## src/rtl/tetris_pkg.sv

```systemverilog
`default_nettype none
// ============================================================================
//  Package     : tetris_pkg
//  Description : Shared playfield defaults, spawn point, move-command codes
//                and the move-controller state encoding.
//  Contents    : BOARD_W_DEF / BOARD_H_DEF   playfield size defaults
//                SPAWN_ROW_DEF / SPAWN_COL_DEF spawn pivot defaults
//                CMD_*                        3-bit move command codes
//                state_e                      move-controller states
//  Revision    : 1.0  initial release
// ============================================================================
package tetris_pkg;

   localparam int BOARD_W_DEF   = 10;
   localparam int BOARD_H_DEF   = 20;
   localparam int SPAWN_ROW_DEF = 1;
   localparam int SPAWN_COL_DEF = 4;

   localparam logic [2:0] CMD_LEFT  = 3'd0;
   localparam logic [2:0] CMD_RIGHT = 3'd1;
   localparam logic [2:0] CMD_ROT   = 3'd2;
   localparam logic [2:0] CMD_DOWN  = 3'd3;
   localparam logic [2:0] CMD_SPAWN = 3'd4;

   typedef enum logic [2:0] {
      ST_IDLE   = 3'd0,
      ST_SHAPE  = 3'd1,
      ST_PROBE  = 3'd2,
      ST_DRAIN  = 3'd3,
      ST_DECIDE = 3'd4
   } state_e;

endpackage
`default_nettype wire

```

## src/rtl/tetron_move_ctrl_if.sv

```systemverilog
`default_nettype none
// ============================================================================
//  Interface   : tetron_move_ctrl_if
//  Description : Move-command channel between the input/gravity logic
//                (master) and the move controller (slave).
//  Signals     : cmd_valid / cmd_ready / cmd[2:0]  command handshake
//                res_valid / res_ok                one-cycle move result
//  Revision    : 1.0  initial release
// ============================================================================
interface tetron_move_ctrl_if;
   logic       cmd_valid;
   logic       cmd_ready;
   logic [2:0] cmd;
   logic       res_valid;
   logic       res_ok;

   modport master (output cmd_valid, cmd, input cmd_ready, res_valid, res_ok);
   modport slave  (input cmd_valid, cmd, output cmd_ready, res_valid, res_ok);
endinterface
`default_nettype wire

```

## src/rtl/tetron_cell_addr.sv

```systemverilog
`default_nettype none
// ============================================================================
//  Module      : tetron_cell_addr
//  Description : Pivot + block offset (5-bit wrap) and playfield range check.
//  Ports       : i_pivot_row/col  candidate pivot
//                i_voffset/hoffset two's-complement block offset
//                o_row/o_col      resulting cell address
//                o_oob            cell lies outside the playfield
//  Revision    : 1.0  initial release
// ============================================================================
module tetron_cell_addr #(
   parameter int BOARD_W = 10,
   parameter int BOARD_H = 20
) (
   input  logic [4:0] i_pivot_row,
   input  logic [4:0] i_pivot_col,
   input  logic [4:0] i_voffset,
   input  logic [4:0] i_hoffset,
   output logic [4:0] o_row,
   output logic [4:0] o_col,
   output logic       o_oob
);
   localparam logic [4:0] c_board_w = 5'(BOARD_W);
   localparam logic [4:0] c_board_h = 5'(BOARD_H);

   logic [4:0] w_row;
   logic [4:0] w_col;

   assign w_row = i_pivot_row + i_voffset;
   assign w_col = i_pivot_col + i_hoffset;

   // A negative result wraps to 31 and is caught by the unsigned compare.
   assign o_row = w_row;
   assign o_col = w_col;
   assign o_oob = (w_row >= c_board_h) || (w_col >= c_board_w);
endmodule
`default_nettype wire

```

## src/rtl/tetron_move_ctrl.sv

```systemverilog
`default_nettype none
// ============================================================================
//  Module      : tetron_move_ctrl
//  Description : Sequences moves of the active tetromino: latches a candidate
//                pose, presents its rotation to the shaper, probes the four
//                resulting cells through a 1-cycle board read port, then
//                commits or rejects and reports lock / game-over.
//  Ports       : clk, rst                 clock, sync active-high reset
//                cmd_if (slave)           command handshake + result pulse
//                o_shp_active/rotation    to shaper
//                i_shp_blk{1..4}_*offset  from shaper
//                o_board_rd_en/row/col    board read request
//                i_board_rd_occ           occupancy, cycle after request
//                o_pos_row/col, o_rot     committed pose
//                o_live, o_lock, o_game_over  piece status
//  Revision    : 1.0  initial release
// ============================================================================
module tetron_move_ctrl
   import tetris_pkg::*;
#(
   parameter int BOARD_W   = BOARD_W_DEF,
   parameter int BOARD_H   = BOARD_H_DEF,
   parameter int SPAWN_ROW = SPAWN_ROW_DEF,
   parameter int SPAWN_COL = SPAWN_COL_DEF
) (
   input  logic       clk,
   input  logic       rst,
   tetron_move_ctrl_if.slave cmd_if,
   output logic       o_shp_active,
   output logic [2:0] o_shp_rotation,
   input  logic [4:0] i_shp_blk1_voffset,
   input  logic [4:0] i_shp_blk1_hoffset,
   input  logic [4:0] i_shp_blk2_voffset,
   input  logic [4:0] i_shp_blk2_hoffset,
   input  logic [4:0] i_shp_blk3_voffset,
   input  logic [4:0] i_shp_blk3_hoffset,
   input  logic [4:0] i_shp_blk4_voffset,
   input  logic [4:0] i_shp_blk4_hoffset,
   output logic       o_board_rd_en,
   output logic [4:0] o_board_rd_row,
   output logic [4:0] o_board_rd_col,
   input  logic       i_board_rd_occ,
   output logic [4:0] o_pos_row,
   output logic [4:0] o_pos_col,
   output logic [1:0] o_rot,
   output logic       o_live,
   output logic       o_lock,
   output logic       o_game_over
);
   state_e     r_state, w_state_next;
   logic [1:0] r_idx;
   logic [4:0] r_cand_row, r_cand_col;
   logic [1:0] r_cand_rot;
   logic [2:0] r_cmd;
   logic       r_force_fail, r_coll, r_rd_pend;
   logic [4:0] r_pos_row, r_pos_col;
   logic [1:0] r_rot;
   logic       r_live, r_res_valid, r_res_ok, r_lock, r_game_over;

   logic       w_accept, w_cmd_ready, w_probe, w_oob, w_ok;
   logic [4:0] w_voff, w_hoff, w_row, w_col;
   logic [4:0] w_nxt_row, w_nxt_col;
   logic [1:0] w_nxt_rot;
   logic       w_nxt_force;

   // ---------------- FSM: state register ----------------
   always_ff @(posedge clk) begin
      if (rst) r_state <= ST_IDLE;
      else     r_state <= w_state_next;
   end

   // ---------------- FSM: next state ----------------
   always_comb begin
      w_state_next = r_state;
      case (r_state)
         ST_IDLE:   if (cmd_if.cmd_valid) w_state_next = ST_SHAPE;
         ST_SHAPE:  w_state_next = ST_PROBE;
         ST_PROBE:  if (r_idx == 2'd3) w_state_next = ST_DRAIN;
         ST_DRAIN:  w_state_next = ST_DECIDE;
         ST_DECIDE: w_state_next = ST_IDLE;
         default:   w_state_next = ST_IDLE;
      endcase
   end

   // ---------------- FSM: outputs ----------------
   always_comb begin
      w_cmd_ready = (r_state == ST_IDLE);
      w_probe     = (r_state == ST_PROBE);
   end

   assign w_accept = cmd_if.cmd_valid && w_cmd_ready;

   // Candidate pose computed from the committed pose at accept time.
   always_comb begin
      w_nxt_row = r_pos_row;
      w_nxt_col = r_pos_col;
      w_nxt_rot = r_rot;
      case (cmd_if.cmd)
         CMD_LEFT:  w_nxt_col = r_pos_col - 5'd1;
         CMD_RIGHT: w_nxt_col = r_pos_col + 5'd1;
         CMD_ROT:   w_nxt_rot = r_rot + 2'd1;
         CMD_DOWN:  w_nxt_row = r_pos_row + 5'd1;
         CMD_SPAWN: begin
            w_nxt_row = 5'(SPAWN_ROW);
            w_nxt_col = 5'(SPAWN_COL);
            w_nxt_rot = 2'd0;
         end
         default: ;
      endcase
      // The pipeline always runs; these cases are only vetoed at DECIDE.
      w_nxt_force = (cmd_if.cmd > CMD_SPAWN) || r_game_over ||
                    ((cmd_if.cmd != CMD_SPAWN) && !r_live);
   end

   // Offsets of the block currently being probed.
   always_comb begin
      case (r_idx)
         2'd0:    begin w_voff = i_shp_blk1_voffset; w_hoff = i_shp_blk1_hoffset; end
         2'd1:    begin w_voff = i_shp_blk2_voffset; w_hoff = i_shp_blk2_hoffset; end
         2'd2:    begin w_voff = i_shp_blk3_voffset; w_hoff = i_shp_blk3_hoffset; end
         default: begin w_voff = i_shp_blk4_voffset; w_hoff = i_shp_blk4_hoffset; end
      endcase
   end

   tetron_cell_addr #(.BOARD_W(BOARD_W), .BOARD_H(BOARD_H)) u_cell_addr (
      .i_pivot_row (r_cand_row),
      .i_pivot_col (r_cand_col),
      .i_voffset   (w_voff),
      .i_hoffset   (w_hoff),
      .o_row       (w_row),
      .o_col       (w_col),
      .o_oob       (w_oob)
   );

   assign w_ok = !r_coll && !r_force_fail;

   // ---------------- Datapath ----------------
   always_ff @(posedge clk) begin
      if (rst) begin
         r_idx        <= 2'd0;
         r_cand_row   <= 5'd0;
         r_cand_col   <= 5'd0;
         r_cand_rot   <= 2'd0;
         r_cmd        <= 3'd0;
         r_force_fail <= 1'b0;
         r_coll       <= 1'b0;
         r_rd_pend    <= 1'b0;
         r_pos_row    <= 5'd0;
         r_pos_col    <= 5'd0;
         r_rot        <= 2'd0;
         r_live       <= 1'b0;
         r_res_valid  <= 1'b0;
         r_res_ok     <= 1'b0;
         r_lock       <= 1'b0;
         r_game_over  <= 1'b0;
      end else begin
         r_res_valid <= 1'b0;
         r_res_ok    <= 1'b0;
         r_lock      <= 1'b0;
         r_rd_pend   <= w_probe;
         if (w_accept) begin
            r_cand_row   <= w_nxt_row;
            r_cand_col   <= w_nxt_col;
            r_cand_rot   <= w_nxt_rot;
            r_cmd        <= cmd_if.cmd;
            r_force_fail <= w_nxt_force;
            r_coll       <= 1'b0;
            r_idx        <= 2'd0;
         end else begin
            // Range hits land during the probe; occupancy lands one cycle later.
            r_coll <= r_coll | (w_probe & w_oob) | (r_rd_pend & i_board_rd_occ);
            if (w_probe) r_idx <= r_idx + 2'd1;
         end
         if (r_state == ST_DECIDE) begin
            r_res_valid <= 1'b1;
            r_res_ok    <= w_ok;
            if (w_ok) begin
               r_pos_row <= r_cand_row;
               r_pos_col <= r_cand_col;
               r_rot     <= r_cand_rot;
               if (r_cmd == CMD_SPAWN) r_live <= 1'b1;
            end else if (r_coll && !r_force_fail) begin
               if (r_cmd == CMD_DOWN) begin
                  r_lock <= 1'b1;
                  r_live <= 1'b0;
               end
               if (r_cmd == CMD_SPAWN) begin
                  r_game_over <= 1'b1;
                  r_live      <= 1'b0;
               end
            end
         end
      end
   end

   assign cmd_if.cmd_ready = w_cmd_ready;
   assign cmd_if.res_valid = r_res_valid;
   assign cmd_if.res_ok    = r_res_ok;
   assign o_shp_active     = r_live || (r_state != ST_IDLE);
   assign o_shp_rotation   = {1'b0, r_cand_rot};
   assign o_board_rd_en    = w_probe;
   assign o_board_rd_row   = w_row;
   assign o_board_rd_col   = w_col;
   assign o_pos_row        = r_pos_row;
   assign o_pos_col        = r_pos_col;
   assign o_rot            = r_rot;
   assign o_live           = r_live;
   assign o_lock           = r_lock;
   assign o_game_over      = r_game_over;
endmodule
`default_nettype wire

```

## src/flat_wrapper.sv

```systemverilog
// flat-port wrapper written by rule: the top's interface ports become plain ports
module tetron_move_ctrl_flat import tetris_pkg::*;
#(
   parameter int BOARD_W   = BOARD_W_DEF,
   parameter int BOARD_H   = BOARD_H_DEF,
   parameter int SPAWN_ROW = SPAWN_ROW_DEF,
   parameter int SPAWN_COL = SPAWN_COL_DEF
)
  (clk, rst, o_shp_active, o_shp_rotation, i_shp_blk1_voffset, i_shp_blk1_hoffset, i_shp_blk2_voffset, i_shp_blk2_hoffset, i_shp_blk3_voffset, i_shp_blk3_hoffset, i_shp_blk4_voffset, i_shp_blk4_hoffset, o_board_rd_en, o_board_rd_row, o_board_rd_col, i_board_rd_occ, o_pos_row, o_pos_col, o_rot, o_live, o_lock, o_game_over, cmd_if_cmd_valid, cmd_if_cmd, cmd_if_cmd_ready, cmd_if_res_valid, cmd_if_res_ok);
  tetron_move_ctrl_if cmd_if_i ();
  input  logic clk;
  input  logic rst;
  output logic o_shp_active;
  output logic [2:0] o_shp_rotation;
  input  logic [4:0] i_shp_blk1_voffset;
  input  logic [4:0] i_shp_blk1_hoffset;
  input  logic [4:0] i_shp_blk2_voffset;
  input  logic [4:0] i_shp_blk2_hoffset;
  input  logic [4:0] i_shp_blk3_voffset;
  input  logic [4:0] i_shp_blk3_hoffset;
  input  logic [4:0] i_shp_blk4_voffset;
  input  logic [4:0] i_shp_blk4_hoffset;
  output logic o_board_rd_en;
  output logic [4:0] o_board_rd_row;
  output logic [4:0] o_board_rd_col;
  input  logic i_board_rd_occ;
  output logic [4:0] o_pos_row;
  output logic [4:0] o_pos_col;
  output logic [1:0] o_rot;
  output logic o_live;
  output logic o_lock;
  output logic o_game_over;
  input wire logic [$bits(cmd_if_i.cmd_valid)-1:0] cmd_if_cmd_valid;
  input wire logic [$bits(cmd_if_i.cmd)-1:0] cmd_if_cmd;
  output wire logic [$bits(cmd_if_i.cmd_ready)-1:0] cmd_if_cmd_ready;
  output wire logic [$bits(cmd_if_i.res_valid)-1:0] cmd_if_res_valid;
  output wire logic [$bits(cmd_if_i.res_ok)-1:0] cmd_if_res_ok;
  assign cmd_if_i.cmd_valid = cmd_if_cmd_valid;
  assign cmd_if_i.cmd = cmd_if_cmd;
  assign cmd_if_cmd_ready = cmd_if_i.cmd_ready;
  assign cmd_if_res_valid = cmd_if_i.res_valid;
  assign cmd_if_res_ok = cmd_if_i.res_ok;
  tetron_move_ctrl #(.BOARD_W(BOARD_W), .BOARD_H(BOARD_H), .SPAWN_ROW(SPAWN_ROW), .SPAWN_COL(SPAWN_COL)) u_core (.clk(clk), .rst(rst), .cmd_if(cmd_if_i), .o_shp_active(o_shp_active), .o_shp_rotation(o_shp_rotation), .i_shp_blk1_voffset(i_shp_blk1_voffset), .i_shp_blk1_hoffset(i_shp_blk1_hoffset), .i_shp_blk2_voffset(i_shp_blk2_voffset), .i_shp_blk2_hoffset(i_shp_blk2_hoffset), .i_shp_blk3_voffset(i_shp_blk3_voffset), .i_shp_blk3_hoffset(i_shp_blk3_hoffset), .i_shp_blk4_voffset(i_shp_blk4_voffset), .i_shp_blk4_hoffset(i_shp_blk4_hoffset), .o_board_rd_en(o_board_rd_en), .o_board_rd_row(o_board_rd_row), .o_board_rd_col(o_board_rd_col), .i_board_rd_occ(i_board_rd_occ), .o_pos_row(o_pos_row), .o_pos_col(o_pos_col), .o_rot(o_rot), .o_live(o_live), .o_lock(o_lock), .o_game_over(o_game_over));
endmodule
```

## config.mk

```make
export PLATFORM = sky130hd
export DESIGN_NAME = tetron_move_ctrl_flat
export DESIGN_NICKNAME = d
export VERILOG_FILES = /design/src/rtl/tetris_pkg.sv /design/src/rtl/tetron_move_ctrl_if.sv /design/src/rtl/tetron_cell_addr.sv /design/src/rtl/tetron_move_ctrl.sv /design/src/flat_wrapper.sv
export SDC_FILE = /design/constraint.sdc
export NUM_CORES = 1
export LEC_CHECK = 0
export CAP_MARGIN = 20
export CORE_MARGIN = 2
export CORE_UTILIZATION = 35
export DETAILED_ROUTE_END_ITERATION = 12
export HOLD_SLACK_MARGIN = 0.02
export SYNTH_ARGS = -nofsm -noshare
export SYNTH_HDL_FRONTEND = slang
export SYNTH_SLANG_ARGS = --single-unit
```

## constraint.sdc

```tcl
create_clock -name clk -period 4.13 [get_ports clk]
set_clock_uncertainty 0.1 [all_clocks]
set_input_delay 0.826 -clock clk [delete_from_list [all_inputs] [get_ports clk]]
set_output_delay 0.826 -clock clk [all_outputs]
set_load 0.01 [all_outputs]
```

# Word level (Yosys, flattened, before mapping)
# Cells that the tools add are included.
# totals
reg_bits	40
in_bits	47
out_inout_bits	33
word_cells	90
# classes
n_addsub	7
magnitude_cmp	3
n_eq_ne	17
muxes	15
n_bitwise	7
n_reduce_logical	24
# ops
operator	count
$pmux W5 S3	3
$eq A3 B2 Y1 const B	5
$pmux W3 S4	1
$add A5 B1 Y5 const B	2
$add A5 B5 Y5	2
$pmux W5 S2	1
$eq A3 B3 Y1 const B	3
$reduce_and A4 Y1	2
$mux W1	7
$eq A3 B1 Y1 const B	2
$logic_not A3 Y1	2
$mux W3	2
$ne A2 B2 Y1 const B	3
$ge A5 B4 Y1 const B	1
$ge A5 B5 Y1 const B	1
$sub A5 B1 Y5 const B	1
$add A2 B1 Y2 const B	2
$eq A2 B2 Y1 const B	2
$logic_and A1 B1 Y1	4
$logic_or A1 B1 Y1	4
$pmux W2 S2	1
$reduce_and A2 Y1	2
$reduce_bool A2 Y1	2
$reduce_or A2 Y1	2
10 further kinds	16

# Longest topological paths before layout
# logic_depth
depth_word	8
depth_mapped	14
ltp_nobuf	13

# Hierarchy
# Synthesis repeated with hierarchy kept, for this count alone.
# hier_totals
hier_cells	303
hier_area_um2	2620.0
# modules_own_cells
module	n_inst	cells_per_inst	area_per_inst_um2	seq_area_each_um2
tetron_move_ctrl	1	257	2244.7	800.8
tetron_cell_addr	1	46	375.4	0.0

# Worst setup path before layout
# Ideal clock, no wire load.
# synth_path
path_kind	in2out
startpoint	input i_shp_blk2_hoffset[0]
endpoint	output o_board_rd_col[4]
arrival_time_ns	2.508
t_required_ns	3.204
path_slack_ns	0.696
cell_stages	8
path_buffers	0
path_cell_list	a222oi_1 -> mux2i_1 -> ha_1 -> fa_1 -> a21o_1 -> a21oi_1 -> xor2_1 -> xnor2_1
# synth_via
elab_chain_len	2
# synth_lines
element	line	rtl
start, declared	flat_wrapper.sv:18	input logic [4:0] i_shp_blk2_hoffset;
$pmux W5 S3	tetron_move_ctrl.sv:117	case (r_idx)
$add A5 B5 Y5	tetron_cell_addr.sv:30	assign w_col = i_pivot_col + i_hoffset;
end, declared	flat_wrapper.sv:25	output logic [4:0] o_board_rd_col;
# Every way passes these cells.

# Worst setup path after layout
# Ends and elaborated chain as after synthesis.

==> impl_metrics.json <==
{
  "power_switching_mw": 0.287,
  "die_w_microns": 90.9,
  "setup_viol": 0,
  "wl_mm": 6.90,
  "wire_per_inst_microns": 13.9,
  "synth_top_cell_by_area": "dfxtp_1",
  "critPathBufInv": 2,
  "drc": 0,
  "synth.area.top_cells": "dfxtp_1 (30%), mux2i_1 (8.7%), ha_1 (8.0%), a21oi_1 (5.7%), nor2_1 (5.3%)",
  "place_area_sq_um": 3520,
  "cts.clk_slew.worst_paths_ns": 0.08,
  "hp-start": "u_core.r_cmd[1]",
  "min_path_cells": 2,
  "layout.cells.non_filler": 496,
  "synth_common_cells": "dfxtp_1 (40), nor2_1 (37), a21oi_1 (30)",
  "yosysSeqAreaShare_pct": 30.3,
  "critPathMaxStageDelay_ns": 0.40,
  "tns_ns": 0,
  "internal_power_mw": 0.848,
  "setup_ws_ns": 0.125,
  "power_frac_seq_pct": 37.0,
  "slew_headroom_pct": 46.4,
  "dpl.hpwl_mm": 5.17,
  "yosys_most_used_dff": "dfxtp_1",
  "n_antenna_cell": 0,
  "max_clock_freq_ghz": 0.250,
  "die_h_microns": 90.9,
  "die-area_sq_um": 8260,
  "ys_types": 49,
  "fin_util_pct": 50.5,
  "synth-edff-count": 0,
  "core-area_sq_um": 7290,
  "crit_family": "compound AO/OA/AOI/OAI gates",
  "clock_path_buffers": 2,
  "worstSetupStartpointType": "primary input",
  "cts_root_buf": "clkbuf_8",
  "p_clk_share_pct": 39.2,
  "grt_max_degree": 40,
  "drv_slew": 0,
  "ys_ff_latch": 40,
  "postLayoutCellArea_sq_um": 3690,
  "grt-ovfl-total": 0,
  "p_leak_nw": 1.45,
  "whs_ns": 0.372,
  "clock-sinks": 40,
  "numCtsBuffers": 5,
  "cp_data_arrival_time_ns": 3.08,
  "grt_pass1_vias": 2224,
  "synthCells": 314,
  "initial_core_util_pct": 36.2,
  "port_buffers": 78,
  "reg2reg_slack_ns": 1.27,
  "crit_path_cell_trace": "clkdlybuf4s50_1 > a222oi_1 > mux2i_1 > ha_1 > fa_2 > a21o_1 > a21oi_2 > xor2_1 > xnor2_1 > buf_2",
  "dr.pass1.iters": 4,
  "p_comb_share_pct": 23.8,
  "syn-mean-instance-area_sq_um": 8.42,
  "critPathCaptureType": "output port",
  "rr_endpoint": "u_core.r_coll",
  "min_to": "u_core.r_cmd[1]",
  "synth_fp_nets": 381,
  "drt-initial-drc-count": 79,
  "grt_pass1_wl_mm": 11.0,
  "drv_cap": 0,
  "yosysTopAreaCellShare_pct": 30.3,
  "drive_gt1_share_pct": 11.6,
  "track_usage_pct": 16.2,
  "ant_nets": 0,
  "antenna_found_initial": 0,
  "viasPerCell": 4.98,
  "min_period_ns": 4.00,
  "cts_tree": "built",
  "hp-class": "flop to flop",
  "syn_to_final_growth_pct": 39.5,
  "outcome": "complete, no violations",
  "cts_htree_levels": 2,
  "cp_slowest_cell": "clkdlybuf4s50_1",
  "dp_slack_ns": -0.360,
  "place.gp.congestion": 0.873,
  "tightest_slew_ns": 0.802,
  "ios": 80,
  "rsz0062_at_grt": "false",
  "num-fill-cells": 736,
  "path_max_fanout": 2,
  "hold_viol": 0,
  "final_nets": 463,
  "syn_area_sq_um": 2640,
  "cp.required_ns": 3.20,
  "ir_drop_mv": 0.193,
  "critical_path_class": "primary input to output port",
  "power.density_nw_per_um2": 308,
  "p_total_mw": 1.14,
  "yosysWarningCount": 0,
  "min_period_over_period_pct": 97.0,
  "switching_share_pct": 25.3,
  "async_flop_share_pct": 0,
  "placementRows": 31,
  "worstReg2RegStart": "u_core.r_idx[0]",
  "clk-insertion-delay-late_ns": 0.30,
  "multiInputGateArea_sq_um": 1620,
  "synth.most_common_cell": "dfxtp_1",
  "dp_cells": 488,
  "rr_worst_depth": 15,
  "regArea_sq_um": 803,
  "dr_total_vias": 2468
}
==> worst reg2reg max path, cell delays in order, from the launching register on <==
cell	delay (ns)
dfxtp_2	0.39
inv_1	0.08
ha_1	0.23
buf_4	0.18
a222oi_1	0.32
mux2i_1	0.13
ha_1	0.21
inv_1	0.07
fa_1	0.17
nand2b_1	0.15
a21oi_1	0.09
xnor2_1	0.23
xnor2_2	0.09
buf_4	0.14
a31oi_1	0.13
nand2_1	0.07
==> cells in the final DEF, fill, tap and decap left out, types with 3 or more instances in the layout <==
cell              n
a21o_1            4
a21oi_2           3
ha_1             15
clkbuf_8          5
clkdlybuf4s50_1  72
bufinv_16         3
a21oi_1          29
dfxtp_1          38
mux2i_1          23
nor2b_1           5
a222oi_1          9
o21ai_0           8
nor2_1           37
o211ai_1          4
inv_1            22
nor4_1            4
buf_4            16
nand2b_1          3
a31oi_1           4
nor4b_1           3
xnor2_1           8
nand3_1           3
nand2_1          27
nor3_1           11
==> sequential cells by signal (all words and copies together) (netlist names), 2 cells and up <==
| signal | count |
|---|---|
| u_core.o_pos_col | 5 |
| u_core.o_pos_row | 5 |
| u_core.o_rot | 2 |
| u_core.r_cand_col | 5 |
| u_core.r_cand_rot | 2 |
| u_core.r_cand_row | 5 |
| u_core.r_cmd | 3 |
| u_core.r_idx | 2 |
| u_core.r_state | 3 |
==> logic make-up after synthesis <==
kind of cell    after synthesis  synth area share [%]
buf+inv                      41                  8.66
simple gates                106                  20.2
fa+ha+maj                    20                  10.3
compound gates               71                  17.3
mux                          24                  9.14
xor+xnor                     11                  3.93
flops                        40                  30.3
other cells                   1                 0.142
==> per-layer routing <==
metal	track usage, %	up-vias	wire [microns]	share of wire, %
met5	0	-	0	0
met1	21.6	1116	3290	48
li1	-	1259	-	-
met3	3.84	6	474	6.9
met4	4.55	0	84	1.2
met2	26.1	87	3050	44
==> how the worst max path moves through the flow <==
stage	cells past startpoint	start	endpoint
2_1_floorplan	8	i_shp_blk2_hoffset[0]	o_board_rd_col[4]
3_3_place_gp	10	i_shp_blk1_hoffset[0]	o_board_rd_col[4]
3_5_place_dp	10	i_shp_blk1_hoffset[0]	o_board_rd_col[4]
4_1_cts	10	i_shp_blk1_hoffset[0]	o_board_rd_col[4]
5_1_grt	9	i_shp_blk2_hoffset[1]	o_board_rd_col[3]
6_report	10	i_shp_blk2_hoffset[0]	o_board_rd_col[4]
==> power by group through the flow <==
stage / registers (mW) / clock network, mW / logic [mW]
global route: 0.423 / 0.464 / 0.298
global placement: 0.428 / 0 / 0.275
CTS: 0.420 / 0.452 / 0.271
floorplan: 0.420 / 0 / 0.159
finish: 0.420 / 0.445 / 0.270
detailed placement: 0.429 / 0 / 0.278
==> layout make-up <==
cell class              count  share of cell area, %
clock buffers               5                   1.87
inverters                  22                   2.24
multi-input cells         233                   44.1
repair buffers             94                   24.2
clock inverters             3                   2.44
well taps                  99                   3.36
flip-flops and latches     40                   21.8
==> what timing repair did <==
action                                  4_1_cts  5_1_grt
hold buffers                                  0        0
endpoints found under the setup margin        4        5
buffers inserted                              0        0
gates resized for setup                       7       10
pin swaps                                     1        4
(Power assumes the default switching activity.)
==> variant 1: new RTL, config.mk and constraints unchanged <==
Reset style: asynchronous (`rst`), changed in 2 clocked blocks. Comments in the files are not updated.
--- a/src/rtl/tetron_move_ctrl.sv
+++ b/src/rtl/tetron_move_ctrl.sv
@@ -64,7 +64,7 @@
    logic       w_nxt_force;
 
    // ---------------- FSM: state register ----------------
-   always_ff @(posedge clk) begin
+   always_ff @(posedge clk or posedge rst) begin
       if (rst) r_state <= ST_IDLE;
       else     r_state <= w_state_next;
    end
@@ -135,7 +135,7 @@
    assign w_ok = !r_coll && !r_force_fail;
 
    // ---------------- Datapath ----------------
-   always_ff @(posedge clk) begin
+   always_ff @(posedge clk or posedge rst) begin
       if (rst) begin
          r_idx        <= 2'd0;
          r_cand_row   <= 5'd0;
Check against the original RTL: differs if rst is asserted again (counterexample within 4 cycles, from zero or initial values and one cycle with rst high); with rst held inactive, the same outputs for 10 cycles.
==> variant 1 against the original RTL <==
Sequential cell count unchanged. Cell area grew 0.75%. Final cell count shrank 7.9%. Synthesized area increased by 0.52%. Routed wire length down 4.9%. Setup slack gained 0.0015 ns. Critical path depth is 1 lower. Largest cell class unchanged. Highest routed layer unchanged.
Power is not compared: it rests on default switching activity, and its combinational part moved more than twofold at a synthesized area within 25%.
==> variant 1: results (changes against the original RTL) <==
| Metric | Value |
|---|---|
| Status | complete, no violations |
| Routed vias/inst | 4.899 (-1.5%) |
| Routed WL | 6563 µm (-4.9%) |
| First-pass GRT wire length | 10920 µm (-1.1%) |
| Critical path launch point | i_shp_blk2_voffset[0] |
| Fillcell total | 702 (-4.6%) |
| Met1 Use GR | 22.05% (+0.49 points) |
| Slew headroom | 64.56% (+18 points) |
| Asr flop ratio synth | 100.0% (+100 points) |
| Met3 usage | 3.402% (-0.44 points) |
| DP Worst Slack | -0.3222 ns (+0.03789 ns) |
| Post-placement cell area | 3571 µm² (+1.4%) |
| Vias in the first global route | 2231 (+0.31%) |
| HP Start | u_core.r_cmd[0] |
| Final net count | 425 (-8.2%) |
| Placed cell count | 447 (-8.4%) |
| Drt pass-1 iters | 5 (+1) |
| RR Startpoint | u_core.r_idx[1] |
| Placer Congestion | 0.8331 (-4.5%) |
| Initial DRC Count | 112 (+42%) |
| Layout cells sized above 1 | 14.80% (+3.2 points) |
| Post-synth top cells | dfrtp_1, inv_1, nand2_1 |
| Count of different cell masters after synthesis | 46 (-6.1%) |
| Syn_nets | 340 (-11%) |
| Synth area leaders | dfrtp_1, ha_1, mux2_2 |
[variant 1: cell types whose count changed in the layout (fill, tap and decap cells not counted), moves of 4 or more]
cell	delta
nand2_1	-5
dfxtp_1	-38
a21oi_1	-10
mux2_2	+9
nor2_1	-17
nor4_1	-4
mux2_4	+5
dfrtp_1	+40
nor3_1	-7
mux2i_1	-14
xnor2_1	-5
o21ai_0	+8
[variant 1: through the flow]
stage	hold slack, ns	power [µW]	utilization, %
after floorplan	0.3493	1741	-
after global placement	0.3731	2575	48.97
after detailed placement	0.3829	2606	48.97
after CTS	0.3944	2886	50.63
after global routing	0.4243	3170	50.93
final	0.3855	2913	50.93
[variant 1: cell families after synthesis]
family                     Yosys count  share of synthesized area, %
buffers and inverters               38                         6.406
other                                1                        0.1412
adders and majority gates           21                         10.74
xor gates and xnor gates             8                         3.674
AOI/OAI and AO/OA                   68                         16.77
DFF                                 40                         37.68
and+or+nand+nor                     72                         14.13
muxes                               24                         10.46
[variant 1: critical path: stages]
cell	delay, ns
clkdlybuf4s50_1	0.40
a222oi_1	0.35
mux2i_1	0.13
ha_2	0.20
fa_1	0.38
and3_1	0.17
a211oi_2	0.22
xnor3_1	0.26
clkbuf_2	0.15
[variant 1: report_power, final]
group | leakage (µW) | total (µW) | internal, µW | switching [µW]
Combinational | 0.00107 | 1880 | 1020 | 866
Clock | 0.0000548 | 325 | 182 | 143
Sequential | 0.000515 | 704 | 538 | 166
[variant 1: what timing repair did]
action                                  CTS  global route
pin swaps                                 3             3
endpoints found under the setup margin    5             3
resized for setup                         9             7
hold endpoints to repair                  0             0
buffers inserted                          0             2
[variant 1: path summary, 6_finish.rpt]
kind                                  endpoint  slack [ns]  cells past startpoint
setup / recovery             o_board_rd_row[4]        0.13                      9
min in group asynchronous      u_core.r_cmd[0]        0.85                      3
max in group asynchronous  u_core.o_pos_row[3]        2.72                      3
hold / removal                   u_core.o_live        0.39                      1
hold reg to reg                  u_core.o_live        0.39                      1
setup reg to reg                 u_core.r_coll        0.99                     12
[variant 1: cell type report]
class,instances,area [µm²],share of cell area (%)
clock buffers,5,68.82,1.853
clock inverters,3,46.29,1.247
inverters,24,90.09,2.426
multi-input cells,194,1511,40.70
flip-flops and latches,40,1001,26.95
well taps,99,123.9,3.336
repair buffers,92,872.1,23.48
[variant 1: per-layer routing]
layer  vias up  wire length (µm)
met5         -                 0
met4         0                21
met3         2               234
met2        42              3244
met1      1055              3063
li1       1140                 -
==> variant 2: new RTL, config.mk and constraints unchanged <==
Without the edit above. The 5 states of `state_e` get a one-hot encoding in 5 bits.
--- a/src/rtl/tetris_pkg.sv
+++ b/src/rtl/tetris_pkg.sv
@@ -22,12 +22,12 @@
    localparam logic [2:0] CMD_DOWN  = 3'd3;
    localparam logic [2:0] CMD_SPAWN = 3'd4;
 
-   typedef enum logic [2:0] {
-      ST_IDLE   = 3'd0,
-      ST_SHAPE  = 3'd1,
-      ST_PROBE  = 3'd2,
-      ST_DRAIN  = 3'd3,
-      ST_DECIDE = 3'd4
+   typedef enum logic [4:0] {
+      ST_IDLE   = 5'b00001,
+      ST_SHAPE  = 5'b00010,
+      ST_PROBE  = 5'b00100,
+      ST_DRAIN  = 5'b01000,
+      ST_DECIDE = 5'b10000
    } state_e;
 
 endpackage
Formal check against the unedited RTL: same outputs for any inputs over 10 cycles, from zero or initial values and one cycle with rst high; not proved beyond that.
==> variant 2 against the original RTL <==
Power decreased by 11%. Routed wire length decreased by 1.4%. Core utilization increased by 0.52 points. Cell area decreased by 0.58%. Setup slack got worse by 0.012 ns. Sequential cell count increased by 2. Synthesized area decreased by 2.6%. Critical endpoint unchanged.
==> variant 2: results (changes against the original RTL) <==
| Metric | Value |
|---|---|
| Status | complete, no violations |
| Metal3 WL | 197 µm (-58%) |
| Syn_nets | 365 (-4.2%) |
| CTS buffer count | 5 (unchanged) |
| Drt pass-1 iters | 5 (+1) |
| Longest Clk Path Bufs | 2 (unchanged) |
| WP data arrival | 3.09 ns (about the same) |
| HP Start | u_core.r_cmd[2] |
| CTS root buf | clkbuf_8 |
| Routed WL | 6804 µm (-1.4%) |
| Layout cells sized above 1 | 10.88% (-0.71 points) |
| PortBufs | 78 (unchanged) |
| Worst hold path cell count | 2 (unchanged) |
| First-pass GRT wire length | 11500 µm (+4.2%) |
| Asr flop ratio synth | 0% (unchanged) |
| H-Tree Depth | 2 (unchanged) |
| VDD IR max | 0.1378 mV (-29%) |
| Skew-Pair Late Insertion Delay | around 0.29 ns |
| Compound-gate portion of the synthesized area | 19.29% (+2.0 points) |
| Post-synth top cells | dfxtp_1, nor2_1, a21oi_1, mux2i_1, inv_1 |
| Count of different cell masters after synthesis | 51 (+4.1%) |
| Endpoints failing hold | 0 (unchanged) |
| Final net count | 452 (-2.4%) |
| P_leak | 0.001453 µW (+0.43%) |
| Dpl hpwl | 5113 µm (-1.1%) |
| Synth Warn # | 0 (unchanged) |
| Worst-path clk slew | 0.08 ns (about the same) |
| Mux cell area share after synthesis | 9.378% (+0.24 points) |
| Routed vias/inst | 5.006 (+0.61%) |
| Critical R2R Capture | u_core.r_coll |
| Vias in the first global route | 2331 (+4.8%) |
| CP Max Fanout | 2 (unchanged) |
| Post-Synth XOR/XNOR Area | 4.276% (+0.35 points) |
| Hold slack | 0.3798 ns (+0.007677 ns) |
| Hold path endpoint | u_core.r_cmd[2] |
| Slew headroom | 50.28% (+3.9 points) |
| R2R setup slack | 1.07 ns (-0.20 ns) |
| FF-to-FF path depth | 14 (-1) |
| HP Class | reg2reg |
| Largest net degree at the start of global routing | 24 (-40%) |
| Top layer in use | met4 |
| Met2 wire len | 3345 µm (+9.8%) |
| Initial antenna violation count | 0 (unchanged) |
| Initial DRC Count | 144 (+82%) |
| RR Startpoint | u_core.r_idx[0] |
| Met1 WL | 3223 µm (-2.1%) |
| Seq/Total Area, Yosys | 32.65% (+2.4 points) |
| Synth area leaders | dfxtp_1, mux2i_1, ha_1 |
| Ys flop type | dfxtp_1 |
| Placer Congestion | 0.8115 (-7.0%) |
| Global-route usage over all layers | 17.17% (+1.0 points) |
| Post-synthesis adder-cell area fraction | 10.59% (+0.27 points) |
| Antenna cells | 0 (unchanged) |
| Fillcell total | 696 (-5.4%) |
-- variant 2: cell types whose count changed after synthesis, moves of 3 or more --
cell / before / now
or2_2: 0 / 3
buf_6: 5 / 0
clkbuf_1: 3 / 10
nand2_1: 27 / 12
a21o_1: 4 / 8
a211oi_1: 1 / 5
a21oi_1: 30 / 23
a31oi_1: 4 / 1
-- variant 2: where the power goes --
group	internal, µW	total, µW	switching (µW)
Combinational	139	248	109
Sequential	421	438	17.7
Clock	180	322	141
-- variant 2: layout make-up --
class / count / area [µm²] / area share, %
clock inverters: 2 / 37.54 / 1.024
flip-flops and latches: 42 / 842.1 / 22.98
inverters: 22 / 82.58 / 2.253
well taps: 99 / 123.9 / 3.380
clock buffers: 6 / 72.57 / 1.980
repair buffers: 97 / 912.1 / 24.89
multi-input cells: 217 / 1594 / 43.50
-- variant 2: stage by stage --
stage	area [µm²]	total power, µW	util [%]	setup slack, ns	std cells
2_1_floorplan	2575	566.2	-	0.6662	298
3_3_place_gp	3532	694.8	49.22	-0.3021	475
3_5_place_dp	3532	695.4	49.22	-0.2886	475
4_1_cts	3657	1016	50.97	0.007587	484
5_1_grt	3665	1058	51.07	-0.03564	485
6_report	3665	1008	51.07	0.1133	485
-- variant 2: worst max-delay path by stage --
| stage | cells after the start | from | endpoint |
|---|---|---|---|
| global route | 11 | i_shp_blk3_hoffset[0] | o_board_rd_col[4] |
| CTS | 9 | i_shp_blk3_voffset[0] | o_board_rd_row[4] |
| floorplan | 10 | u_core.r_idx[0] | o_board_rd_row[4] |
| global placement | 11 | i_shp_blk3_hoffset[0] | o_board_rd_col[4] |
| finish | 11 | i_shp_blk3_hoffset[0] | o_board_rd_col[4] |
| detailed placement | 11 | i_shp_blk3_hoffset[0] | o_board_rd_col[4] |
-- variant 2: metal layers --
layer,up-vias,GRT usage [%]
met1,1138,23.60
met4,0,2.692
li1,1247,-
met5,-,0
met2,38,29.04
met3,5,2.850
-- variant 2: what timing repair did --
action | 4_1_cts | 5_1_grt
pin swaps | 4 | 4
hold buffers | 0 | 0
resized for setup | 10 | 7
endpoints found under the setup margin | 5 | 3
setup buffers | 1 | 1
-- variant 2: logic make-up (layout without fill, tap and decap cells) --
kind of cell / Yosys count / after routing
fa+ha+maj: 20 / 20
flops: 42 / 42
other cells: 1 / 1
mux: 24 / 24
compound gates: 70 / 70
buf+inv: 39 / 127
simple gates: 91 / 91
xor+xnor: 11 / 11
-- variant 2: worst max-delay path, stage by stage --
cell             delay (ns)
clkdlybuf4s50_1        0.40
a222oi_1               0.36
mux2i_1                0.14
ha_2                   0.21
fa_2                   0.33
a21o_1                 0.17
a21oi_2                0.14
xnor2_1                0.15
xnor2_1                0.17
inv_1                  0.06
clkbuf_2               0.13
